--- config.mk ---
export PLATFORM = sky130hd
export DESIGN_NAME = hazard_control_unit_flat
export DESIGN_NICKNAME = d
export VERILOG_FILES = /design/src/rtl/hazard_control_unit_if.sv /design/src/rtl/hazard_control_unit.sv /design/src/flat_wrapper.sv
export SDC_FILE = /design/constraint.sdc
export NUM_CORES = 1
export LEC_CHECK = 0
export CORE_ASPECT_RATIO = 0.8
export CORE_UTILIZATION = 43
export CTS_CLUSTER_DIAMETER = 200
export CTS_CLUSTER_SIZE = 40
export DETAILED_ROUTE_END_ITERATION = 10
export PLACE_DENSITY = 0.83
export SLEW_MARGIN = 20
export SYNTH_ARGS = -nofsm -noshare
export SYNTH_HDL_FRONTEND = slang
export SYNTH_SLANG_ARGS = --single-unit
--- constraint.sdc ---
create_clock -name Clk -period 4.17 [get_ports Clk]
set_clock_uncertainty 0.15 [all_clocks]
set_input_delay 0.834 -clock Clk [delete_from_list [all_inputs] [get_ports Clk]]
set_output_delay 0.834 -clock Clk [all_outputs]
set_load 0.01 [all_outputs]
--- src/rtl/hazard_control_unit_if.sv ---
// Signal bundle between the SPARC datapath and the pipeline sequencer.
// Statistics counters appear only when HCU_STATS_EN is defined.
interface hazard_control_unit_if;
    logic [4:0] ID_rs1;
    logic [4:0] ID_rs2;
    logic [4:0] ID_rd;
    logic       ID_i;
    logic       ID_store;
    logic       ID_B_instr;
    logic       ID_29_a;
    logic       ID_br_always;
    logic       ID_cond_true;
    logic [4:0] EX_RD;
    logic [4:0] MEM_RD;
    logic [4:0] WB_RD;
    logic       EX_RF_enable;
    logic       MEM_RF_enable;
    logic       WB_RF_enable;
    logic       EX_load_instr;
    logic       LE_PC;
    logic       LE_nPC;
    logic       LE_IF_ID;
    logic       S;
    logic       IF_ID_clr;
    logic [1:0] FWD_PA;
    logic [1:0] FWD_PB;
    logic [1:0] FWD_DI;
    logic [1:0] state;
`ifdef HCU_STATS_EN
    logic [15:0] stall_cnt;
    logic [15:0] annul_cnt;
`endif

    // Datapath side: supplies decode/pipeline info, consumes enables and selects.
    modport master (
        output ID_rs1, ID_rs2, ID_rd, ID_i, ID_store, ID_B_instr, ID_29_a,
               ID_br_always, ID_cond_true, EX_RD, MEM_RD, WB_RD,
               EX_RF_enable, MEM_RF_enable, WB_RF_enable, EX_load_instr,
        input  LE_PC, LE_nPC, LE_IF_ID, S, IF_ID_clr, FWD_PA, FWD_PB, FWD_DI, state
`ifdef HCU_STATS_EN
        , input stall_cnt, annul_cnt
`endif
    );

    modport slave (
        input  ID_rs1, ID_rs2, ID_rd, ID_i, ID_store, ID_B_instr, ID_29_a,
               ID_br_always, ID_cond_true, EX_RD, MEM_RD, WB_RD,
               EX_RF_enable, MEM_RF_enable, WB_RF_enable, EX_load_instr,
        output LE_PC, LE_nPC, LE_IF_ID, S, IF_ID_clr, FWD_PA, FWD_PB, FWD_DI, state
`ifdef HCU_STATS_EN
        , output stall_cnt, annul_cnt
`endif
    );
endinterface

--- src/rtl/hazard_control_unit.sv ---
// Pipeline sequencer for the 5-stage SPARC datapath: startup drain, load-use stalls,
// delay-slot annul and ID-stage operand forwarding. Define HCU_STATS_EN for stall/annul counters.
module hazard_control_unit #(
    parameter int STARTUP_CYCLES    = 2,
    parameter int LOAD_STALL_CYCLES = 1
) (
    input  logic                 Clk,
    input  logic                 R,
    hazard_control_unit_if.slave hcu
);

    typedef enum logic [1:0] {
        ST_STARTUP = 2'b00,
        ST_RUN     = 2'b01,
        ST_STALL   = 2'b10,
        ST_UNUSED  = 2'b11
    } state_t;

    localparam logic [7:0] STARTUP_INIT = 8'(STARTUP_CYCLES);
    localparam logic [7:0] STALL_INIT   = 8'(LOAD_STALL_CYCLES - 1);

    state_t     state_reg;
    state_t     state_next;
    logic [7:0] cnt_reg;
    logic [7:0] cnt_next;

    logic       load_use;
    logic       annul;
    logic       ex_fwd_ok;
    logic       le_int;
    logic       s_int;
    logic       clr_int;

    // A load in EX has no data yet, so it stalls instead of forwarding.
    assign load_use = hcu.EX_load_instr && hcu.EX_RF_enable && (hcu.EX_RD != 5'd0) &&
                      ((hcu.EX_RD == hcu.ID_rs1) ||
                       ((hcu.EX_RD == hcu.ID_rs2) && !hcu.ID_i) ||
                       ((hcu.EX_RD == hcu.ID_rd) && hcu.ID_store));

    assign annul = hcu.ID_B_instr && hcu.ID_29_a && (!hcu.ID_cond_true || hcu.ID_br_always);

    assign ex_fwd_ok = hcu.EX_RF_enable && !hcu.EX_load_instr;

    always_ff @(posedge Clk or posedge R) begin
        if (R) begin
            state_reg <= ST_STARTUP;
            cnt_reg   <= STARTUP_INIT;
        end else begin
            state_reg <= state_next;
            cnt_reg   <= cnt_next;
        end
    end

    always_comb begin
        state_next = state_reg;
        cnt_next   = cnt_reg;
        le_int     = 1'b0;
        s_int      = 1'b1;
        clr_int    = 1'b0;
        case (state_reg)
            ST_STARTUP: begin
                cnt_next = cnt_reg - 8'd1;
                if (cnt_reg <= 8'd1) begin
                    state_next = ST_RUN;
                end
            end
            ST_RUN: begin
                if (load_use) begin
                    // The first bubble is this cycle; extra bubbles come from STALL.
                    if (LOAD_STALL_CYCLES > 1) begin
                        state_next = ST_STALL;
                        cnt_next   = STALL_INIT;
                    end
                end else begin
                    le_int  = 1'b1;
                    s_int   = 1'b0;
                    clr_int = annul;
                end
            end
            ST_STALL: begin
                cnt_next = cnt_reg - 8'd1;
                if (cnt_reg <= 8'd1) begin
                    state_next = ST_RUN;
                end
            end
            default: begin
                state_next = ST_STARTUP;
                cnt_next   = STARTUP_INIT;
            end
        endcase
    end

    assign hcu.LE_PC     = le_int;
    assign hcu.LE_nPC    = le_int;
    assign hcu.LE_IF_ID  = le_int;
    assign hcu.S         = s_int;
    assign hcu.IF_ID_clr = clr_int;
    assign hcu.state     = state_reg;

    // Operand order: 0 = rs1 -> PA, 1 = rs2 -> PB, 2 = rd -> DI. Youngest producer wins.
    logic [4:0] fwd_src [3];
    logic [1:0] fwd_sel [3];

    assign fwd_src[0] = hcu.ID_rs1;
    assign fwd_src[1] = hcu.ID_rs2;
    assign fwd_src[2] = hcu.ID_rd;

    genvar gi;
    generate
        for (gi = 0; gi < 3; gi++) begin : g_fwd
            assign fwd_sel[gi] =
                (fwd_src[gi] == 5'd0)                               ? 2'b00 :
                (ex_fwd_ok && (hcu.EX_RD == fwd_src[gi]))           ? 2'b01 :
                (hcu.MEM_RF_enable && (hcu.MEM_RD == fwd_src[gi]))  ? 2'b10 :
                (hcu.WB_RF_enable && (hcu.WB_RD == fwd_src[gi]))    ? 2'b11 :
                                                                      2'b00;
        end
    endgenerate

    assign hcu.FWD_PA = fwd_sel[0];
    assign hcu.FWD_PB = fwd_sel[1];
    assign hcu.FWD_DI = fwd_sel[2];

`ifdef HCU_STATS_EN
    logic [15:0] stall_cnt_reg;
    logic [15:0] annul_cnt_reg;
    logic        stall_event;

    // Startup bubbles are not counted; only hazard-induced ones are.
    assign stall_event = s_int && ((state_reg == ST_RUN) || (state_reg == ST_STALL));

    always_ff @(posedge Clk or posedge R) begin
        if (R) begin
            stall_cnt_reg <= 16'd0;
            annul_cnt_reg <= 16'd0;
        end else begin
            if (stall_event && (stall_cnt_reg != 16'hFFFF)) begin
                stall_cnt_reg <= stall_cnt_reg + 16'd1;
            end
            if (clr_int && (annul_cnt_reg != 16'hFFFF)) begin
                annul_cnt_reg <= annul_cnt_reg + 16'd1;
            end
        end
    end

    assign hcu.stall_cnt = stall_cnt_reg;
    assign hcu.annul_cnt = annul_cnt_reg;
`endif

endmodule

--- src/flat_wrapper.sv ---
// flat-port wrapper written by rule: the top's interface ports become plain ports
module hazard_control_unit_flat 
#(
    parameter int STARTUP_CYCLES    = 2,
    parameter int LOAD_STALL_CYCLES = 1
)
  (Clk, R, hcu_ID_rs1, hcu_ID_rs2, hcu_ID_rd, hcu_ID_i, hcu_ID_store, hcu_ID_B_instr, hcu_ID_29_a, hcu_ID_br_always, hcu_ID_cond_true, hcu_EX_RD, hcu_MEM_RD, hcu_WB_RD, hcu_EX_RF_enable, hcu_MEM_RF_enable, hcu_WB_RF_enable, hcu_EX_load_instr, hcu_LE_PC, hcu_LE_nPC, hcu_LE_IF_ID, hcu_S, hcu_IF_ID_clr, hcu_FWD_PA, hcu_FWD_PB, hcu_FWD_DI, hcu_state);
  hazard_control_unit_if hcu_i ();
  input  logic Clk;
  input  logic R;
  input wire logic [$bits(hcu_i.ID_rs1)-1:0] hcu_ID_rs1;
  input wire logic [$bits(hcu_i.ID_rs2)-1:0] hcu_ID_rs2;
  input wire logic [$bits(hcu_i.ID_rd)-1:0] hcu_ID_rd;
  input wire logic [$bits(hcu_i.ID_i)-1:0] hcu_ID_i;
  input wire logic [$bits(hcu_i.ID_store)-1:0] hcu_ID_store;
  input wire logic [$bits(hcu_i.ID_B_instr)-1:0] hcu_ID_B_instr;
  input wire logic [$bits(hcu_i.ID_29_a)-1:0] hcu_ID_29_a;
  input wire logic [$bits(hcu_i.ID_br_always)-1:0] hcu_ID_br_always;
  input wire logic [$bits(hcu_i.ID_cond_true)-1:0] hcu_ID_cond_true;
  input wire logic [$bits(hcu_i.EX_RD)-1:0] hcu_EX_RD;
  input wire logic [$bits(hcu_i.MEM_RD)-1:0] hcu_MEM_RD;
  input wire logic [$bits(hcu_i.WB_RD)-1:0] hcu_WB_RD;
  input wire logic [$bits(hcu_i.EX_RF_enable)-1:0] hcu_EX_RF_enable;
  input wire logic [$bits(hcu_i.MEM_RF_enable)-1:0] hcu_MEM_RF_enable;
  input wire logic [$bits(hcu_i.WB_RF_enable)-1:0] hcu_WB_RF_enable;
  input wire logic [$bits(hcu_i.EX_load_instr)-1:0] hcu_EX_load_instr;
  output wire logic [$bits(hcu_i.LE_PC)-1:0] hcu_LE_PC;
  output wire logic [$bits(hcu_i.LE_nPC)-1:0] hcu_LE_nPC;
  output wire logic [$bits(hcu_i.LE_IF_ID)-1:0] hcu_LE_IF_ID;
  output wire logic [$bits(hcu_i.S)-1:0] hcu_S;
  output wire logic [$bits(hcu_i.IF_ID_clr)-1:0] hcu_IF_ID_clr;
  output wire logic [$bits(hcu_i.FWD_PA)-1:0] hcu_FWD_PA;
  output wire logic [$bits(hcu_i.FWD_PB)-1:0] hcu_FWD_PB;
  output wire logic [$bits(hcu_i.FWD_DI)-1:0] hcu_FWD_DI;
  output wire logic [$bits(hcu_i.state)-1:0] hcu_state;
  assign hcu_i.ID_rs1 = hcu_ID_rs1;
  assign hcu_i.ID_rs2 = hcu_ID_rs2;
  assign hcu_i.ID_rd = hcu_ID_rd;
  assign hcu_i.ID_i = hcu_ID_i;
  assign hcu_i.ID_store = hcu_ID_store;
  assign hcu_i.ID_B_instr = hcu_ID_B_instr;
  assign hcu_i.ID_29_a = hcu_ID_29_a;
  assign hcu_i.ID_br_always = hcu_ID_br_always;
  assign hcu_i.ID_cond_true = hcu_ID_cond_true;
  assign hcu_i.EX_RD = hcu_EX_RD;
  assign hcu_i.MEM_RD = hcu_MEM_RD;
  assign hcu_i.WB_RD = hcu_WB_RD;
  assign hcu_i.EX_RF_enable = hcu_EX_RF_enable;
  assign hcu_i.MEM_RF_enable = hcu_MEM_RF_enable;
  assign hcu_i.WB_RF_enable = hcu_WB_RF_enable;
  assign hcu_i.EX_load_instr = hcu_EX_load_instr;
  assign hcu_LE_PC = hcu_i.LE_PC;
  assign hcu_LE_nPC = hcu_i.LE_nPC;
  assign hcu_LE_IF_ID = hcu_i.LE_IF_ID;
  assign hcu_S = hcu_i.S;
  assign hcu_IF_ID_clr = hcu_i.IF_ID_clr;
  assign hcu_FWD_PA = hcu_i.FWD_PA;
  assign hcu_FWD_PB = hcu_i.FWD_PB;
  assign hcu_FWD_DI = hcu_i.FWD_DI;
  assign hcu_state = hcu_i.state;
  hazard_control_unit #(.STARTUP_CYCLES(STARTUP_CYCLES), .LOAD_STALL_CYCLES(LOAD_STALL_CYCLES)) u_core (.Clk(Clk), .R(R), .hcu(hcu_i));
endmodule
==> metrics.cfg, run 1 <==
[power]
leakagePower_nw=0.685
power.total_uw=278
irDropWorstVdd_v=0.0000820
cellPowerDensity_nw_per_um2=159

[logic_synthesis]
ys_warn_count=0
yosysSeqAreaShare_pct=20.6
synth_seq_cells=9
ys_types=28
postSynthAreaPerCell_um2=8.16
synth.top_cell.area_share_pct=25.5
syn_nets=179
synth_area_leaders=xor2_1 25%, dfrtp_1 18%, xnor2_1 15%
syn_inst=135
synth_top_area_cell=xor2_1
syn_area_um2=1100

[drt]
wl_met3_um=272
top_layer_used=met4
drtAntennaViolNets=0
routed_wl_um=3580
wl_met1_um=1530
drt_iter0_markers=32
num_vias=1227
routed_via_density=5.27
detail_route.wl_per_cell_um=15.4
dr.pass1.iters=4
route.detailed.drc=0
wl_met2_um=1730

[grt]
grt_pass1_wl_um=5390
grt_usage_pct=27.0
antenna_found_initial=0
grt-ovfl-total=0
grt_max_degree=11
grt_pass1_vias=1159

[clock_tree]
clockBufferDepth=2
ctsRootBufferMaster=clkbuf_4
cts_sinks=9
hold_buffers=0
cts.clk_slew.worst_paths_ns=0.06
clk_latency_ns=0.26
cts_tree=yes
cts-buffers-inserted=3
cts_setup_buffers=0
htreeDepth=1
cts.repair.resized=0

[final_layout]
final_cell_mix=52 x clkdlybuf4s50_1, 32 x xor2_1, 19 x xnor2_1
nFillCells=196
final_common_cell=clkdlybuf4s50_1
drive_gt1_share_pct=7.61
synthToLayoutAreaGrowth_pct=59.2
fin_util_pct=71.8
seqCellArea_um2=226
largest_reg_flops=8
finalNetCount=242
instances_no_fill=233
multiInputGateArea_um2=832
antenna_cells=0

[timing]
setup_violations=0
fin_crit_ns=4.07
period_share_pct=97.5
hold_viol_final=0
worstMarginPinSlew_ns=0.655
finalMaxSlewViolations=0
fmax_mhz=246
maxSlewHeadroom_pct=55.9

[run_status]
status=complete, no violations

[min_path]
hold_path_class=flop to flop
hp-start=u_core.cnt_reg[6]
hold_end=u_core.cnt_reg[6]
hold_depth=1

[critical_path]
critPathCaptureType=output pin
worstPathMaxFanout=4
reg2reg_depth=6
cp.arrival_ns=3.08
r2r-start=u_core.cnt_reg[0]
worstSetupPathType=input port to output pin
reg2reg_setup_slack_ns=2.43
reg2reg_to=u_core.cnt_reg[6]
worst-endpoint-required_ns=3.19
startpoint_type=input port

[floorplan]
die_w_um=58.6
die_area_um2=2770
die_h_um=47.3
io_pins=55
start_util_pct=45.1
row_count=16
core_um2=2440

[place]
placed_cells=229
port_buffers=53
dpl.hpwl_um=3080
gp_congestion=0.876

[job]
cap_violations=0

cell families after synthesis:
| kind of cell | after synthesis | share of synthesized area [%] |
|---|---|---|
| flops | 9 | 20.6 |
| other cells | 1 | 0.341 |
| compound gates | 8 | 4.89 |
| buf+inv | 10 | 4.43 |
| fa+ha+maj | 2 | 2.27 |
| simple gates | 53 | 26.0 |
| mux | 1 | 0.909 |
| xor+xnor | 51 | 40.6 |
synthesized netlist by cell type:
cell and n:
a21o_1 1, a21oi_1 2, a2bb2oi_1 1, a31oi_1 1, and3_1 3, buf_4 3, clkbuf_1 1, conb_1 1
dfrtp_1 8, dfstp_2 1, ha_1 2, inv_1 6, mux2i_1 1, nand2_1 4, nand2b_1 2, nand3_1 6
nor2_1 11, nor2b_1 4, nor3_1 6, nor4_1 10, o2111ai_1 1, o211ai_1 1, o21ai_0 1, or3_1 1
or3_2 1, or4_1 5, xnor2_1 19, xor2_1 32
report_power, final:
part	internal, mW	switching, mW
clock	0.0368	0.0293
sequential	0.0874	0
combinational	0.0705	0.0543
total	0.195	0.0836
critical path: stages:
cell             delay, ns
clkdlybuf4s50_1       0.57
xnor2_1               0.15
nand3_1               0.11
or4_1                 0.53
a31oi_2               0.23
nand2b_1              0.12
clkdlybuf4s50_1       0.53
final cells by class:
cell class,instances,share of cell area (%)
multi-input cells,116,47.5
repair buffers,62,34.3
flip-flops and latches,9,12.9
well taps,36,2.57
clock buffers,4,1.50
inverters,6,1.28
worst max path at each step:
stage                       startpoint   endpoint  slack [ns]
after detailed placement  hcu_EX_RD[2]      hcu_S        0.07
after global routing      hcu_EX_RD[1]      hcu_S      -0.002
final                     hcu_EX_RD[1]      hcu_S        0.10
after global placement    hcu_EX_RD[3]      hcu_S        0.14
after floorplan           hcu_EX_RD[3]  hcu_LE_PC        1.13
after CTS                 hcu_EX_RD[2]      hcu_S        0.07
routing by layer:
metal | global-route usage [%] | vias up
met5 | 0 | -
met4 | 6.19 | 0
met2 | 50.8 | 71
li1 | - | 589
met3 | 3.86 | 6
met1 | 33.4 | 561
through the flow:
| stage | hold slack (ns) | setup TNS (ns) | setup slack, ns | area [um2] |
|---|---|---|---|---|
| floorplan | 0.293 | 0 | 1.13 | 1100 |
| global placement | 0.310 | 0 | 0.139 | 1720 |
| detailed placement | 0.323 | 0 | 0.0692 | 1720 |
| CTS | 0.334 | 0 | 0.0691 | 1740 |
| global route | 0.361 | -0.00201 | -0.00201 | 1750 |
| finish | 0.336 | 0 | 0.105 | 1750 |
Power figures use the tool's default switching activity.
==> run 2, diff against run 1 <==
--- a/config.mk
+++ b/config.mk
@@ -6,11 +6,11 @@
 export NUM_CORES = 1
 export LEC_CHECK = 0
 export CORE_ASPECT_RATIO = 0.8
-export CORE_UTILIZATION = 43
+export CORE_UTILIZATION = 40
 export CTS_CLUSTER_DIAMETER = 200
 export CTS_CLUSTER_SIZE = 40
 export DETAILED_ROUTE_END_ITERATION = 10
-export PLACE_DENSITY = 0.83
+export PLACE_DENSITY = 0.8
 export SLEW_MARGIN = 20
 export SYNTH_ARGS = -nofsm -noshare
 export SYNTH_HDL_FRONTEND = slang
==> constraint.sdc (replaced) <==
create_clock -name Clk -period 3.86 [get_ports Clk]
set_clock_uncertainty 0.15 [all_clocks]
set_input_delay 0.772 -clock Clk [delete_from_list [all_inputs] [get_ports Clk]]
set_output_delay 0.772 -clock Clk [all_outputs]
set_load 0.01 [all_outputs]
==> run 2 against run 1 <==
  * Via count grew 9.8%
  * Setup slack lost 0.10 ns
  * Final area grew 5.5%
  * Global-route usage grew 2.1 points
  * Clock power grew 18%
  * Flip-flop and latch count is the same
  * Sequential share of layout area shrank 0.67 points
  * Critical endpoint is now hcu_FWD_PA[1]
==> metrics.cfg, run 2 (synthesis results as in run 1) <==
[critical_path]
worstPathMaxFanout=3
crit_top_cell=clkdlybuf4s50_1
cpMaxStageDelayCell=clkdlybuf4s50_1
cp.arrival_ns=2.94
crit_chain=clkdlybuf4s50_1 -> xor2_1 -> nor4_1 -> and3_1 -> nor2b_1 -> nor3_1 -> clkdlybuf4s50_1
worst-endpoint-required_ns=2.94
slowest_delay_ns=0.58
critPathCaptureType=output pin
startpoint_type=input port
worstSetupPathType=input port to output pin

[final_layout]
fin_util_pct=73.3
final_common_cell=clkdlybuf4s50_1
nFillCells=190
synthToLayoutAreaGrowth_pct=68.0
final_cell_mix=40 x clkdlybuf4s50_1, 32 x xor2_1, 19 x xnor2_1
largest_reg_flops=8
drive_gt1_share_pct=12.7
finalNetCount=250

[clock_tree]
cts_sinks=9
cts.clk_slew.worst_paths_ns=0.06
cts_tree=yes
hold_buffers=0
cts-buffers-inserted=3
cts_setup_buffers=0
htreeDepth=1
ctsRootBufferMaster=clkbuf_4
clk_latency_ns=0.27
clockBufferDepth=2

[grt]
grt_usage_pct=29.1
grt_pass1_wl_um=6360
grt-ovfl-total=0
grt_pass1_vias=1383
grt_max_degree=11
antenna_found_initial=1

[place]
gp_congestion=0.971
dpl.hpwl_um=3490
port_buffers=53

[drt]
routed_wl_um=4340
routed_via_density=5.57
drtAntennaViolNets=0
top_layer_used=met4
detail_route.wl_per_cell_um=17.9
dr.pass1.iters=6
wl_met3_um=351
wl_met1_um=1790
num_vias=1347
route.detailed.drc=0
drt_iter0_markers=82
wl_met2_um=1980

[timing]
worstMarginPinSlew_ns=0.636
fin_crit_ns=3.86
period_share_pct=99.9
setup_violations=0
fmax_mhz=259
hold_viol_final=0
maxSlewHeadroom_pct=57.2
finalMaxSlewViolations=0
hold_ws_ns=0.343

[job]
cap_violations=0

[floorplan]
row_count=16
io_pins=55
core_um2=2520
die_w_um=60.7
die_h_um=48.9
die_area_um2=2970
start_util_pct=43.7

[min_path]
hold_path_class=flop to flop

[power]
irDropWorstVdd_v=0.000104
power.total_uw=319
leakagePower_nw=0.784
cellPowerDensity_nw_per_um2=172

[run_status]
status=complete, no violations

[run 2: changes by cell type in the layout (fill, tap and decap cells not counted), sizes merged]
cell | before | now
buf | 9 | 17
dlygate4sd2 | 0 | 5
clkdlybuf4s50 | 52 | 40
diode | 0 | 1
dlymetal6s2s | 1 | 8
[run 2: path summary, 6_finish.rpt]
kind,startpoint,endpoint,slack (ns),cells past startpoint
min in group asynchronous,R,u_core.cnt_reg[0],0.64,2
min reg2reg,u_core.cnt_reg[6],u_core.cnt_reg[6],0.34,1
min,u_core.cnt_reg[6],u_core.cnt_reg[6],0.34,1
max in group asynchronous,R,u_core.cnt_reg[1],2.62,2
max,hcu_WB_RD[4],hcu_FWD_PA[1],0.003,7
max reg2reg,u_core.cnt_reg[0],u_core.cnt_reg[6],2.08,6
[run 2: what timing repair did]
action                     CTS  global route
resized for setup            7            11
setup endpoints to repair    5             7
pin swaps                    1             3
[run 2: through the flow]
stage | cells | TNS, ns | area [um2] | setup WS, ns
2_1_floorplan | 135 | 0 | 1100 | 0.945
3_3_place_gp | 237 | -0.124 | 1780 | -0.0696
3_5_place_dp | 237 | -0.468 | 1780 | -0.127
4_1_cts | 241 | 0 | 1810 | 0.00244
5_1_grt | 242 | -0.0293 | 1850 | -0.0293
6_report | 242 | 0 | 1850 | 0.00263
[run 2: layout make-up]
| class | instances | area [um2] | share of cell area [%] |
|---|---|---|---|
| Antenna cell | 1 | 2.50 | 0.135 |
| Clock buffer | 4 | 26.3 | 1.42 |
| Inverter | 6 | 22.5 | 1.22 |
| Multi-Input combinational cell | 116 | 855 | 46.2 |
| Sequential cell | 9 | 226 | 12.2 |
| Tap cell | 36 | 45.0 | 2.44 |
| Timing Repair Buffer | 70 | 672 | 36.3 |
[run 2: metal layers]
layer / global-route usage [%] / up-vias
met1: 37.0 / 621
met4: 13.3 / 0
met2: 46.7 / 102
met5: 0 / -
li1: - / 598
met3: 5.84 / 26
[run 2: where the power goes]
part / internal [mW] / total, mW / switching [mW]
Sequential: 0.0943 / 0.0943 / 0
Combinational: 0.0798 / 0.146 / 0.0667
Clock: 0.0401 / 0.0779 / 0.0379
Total: 0.214 / 0.319 / 0.105
[run 2: worst max-delay path: cells and delay by family]
kind                      cells  cell delay [ns]
buffers and inverters         2             1.11
and+or+nand+nor               4             0.84
xor gates and xnor gates      1             0.21
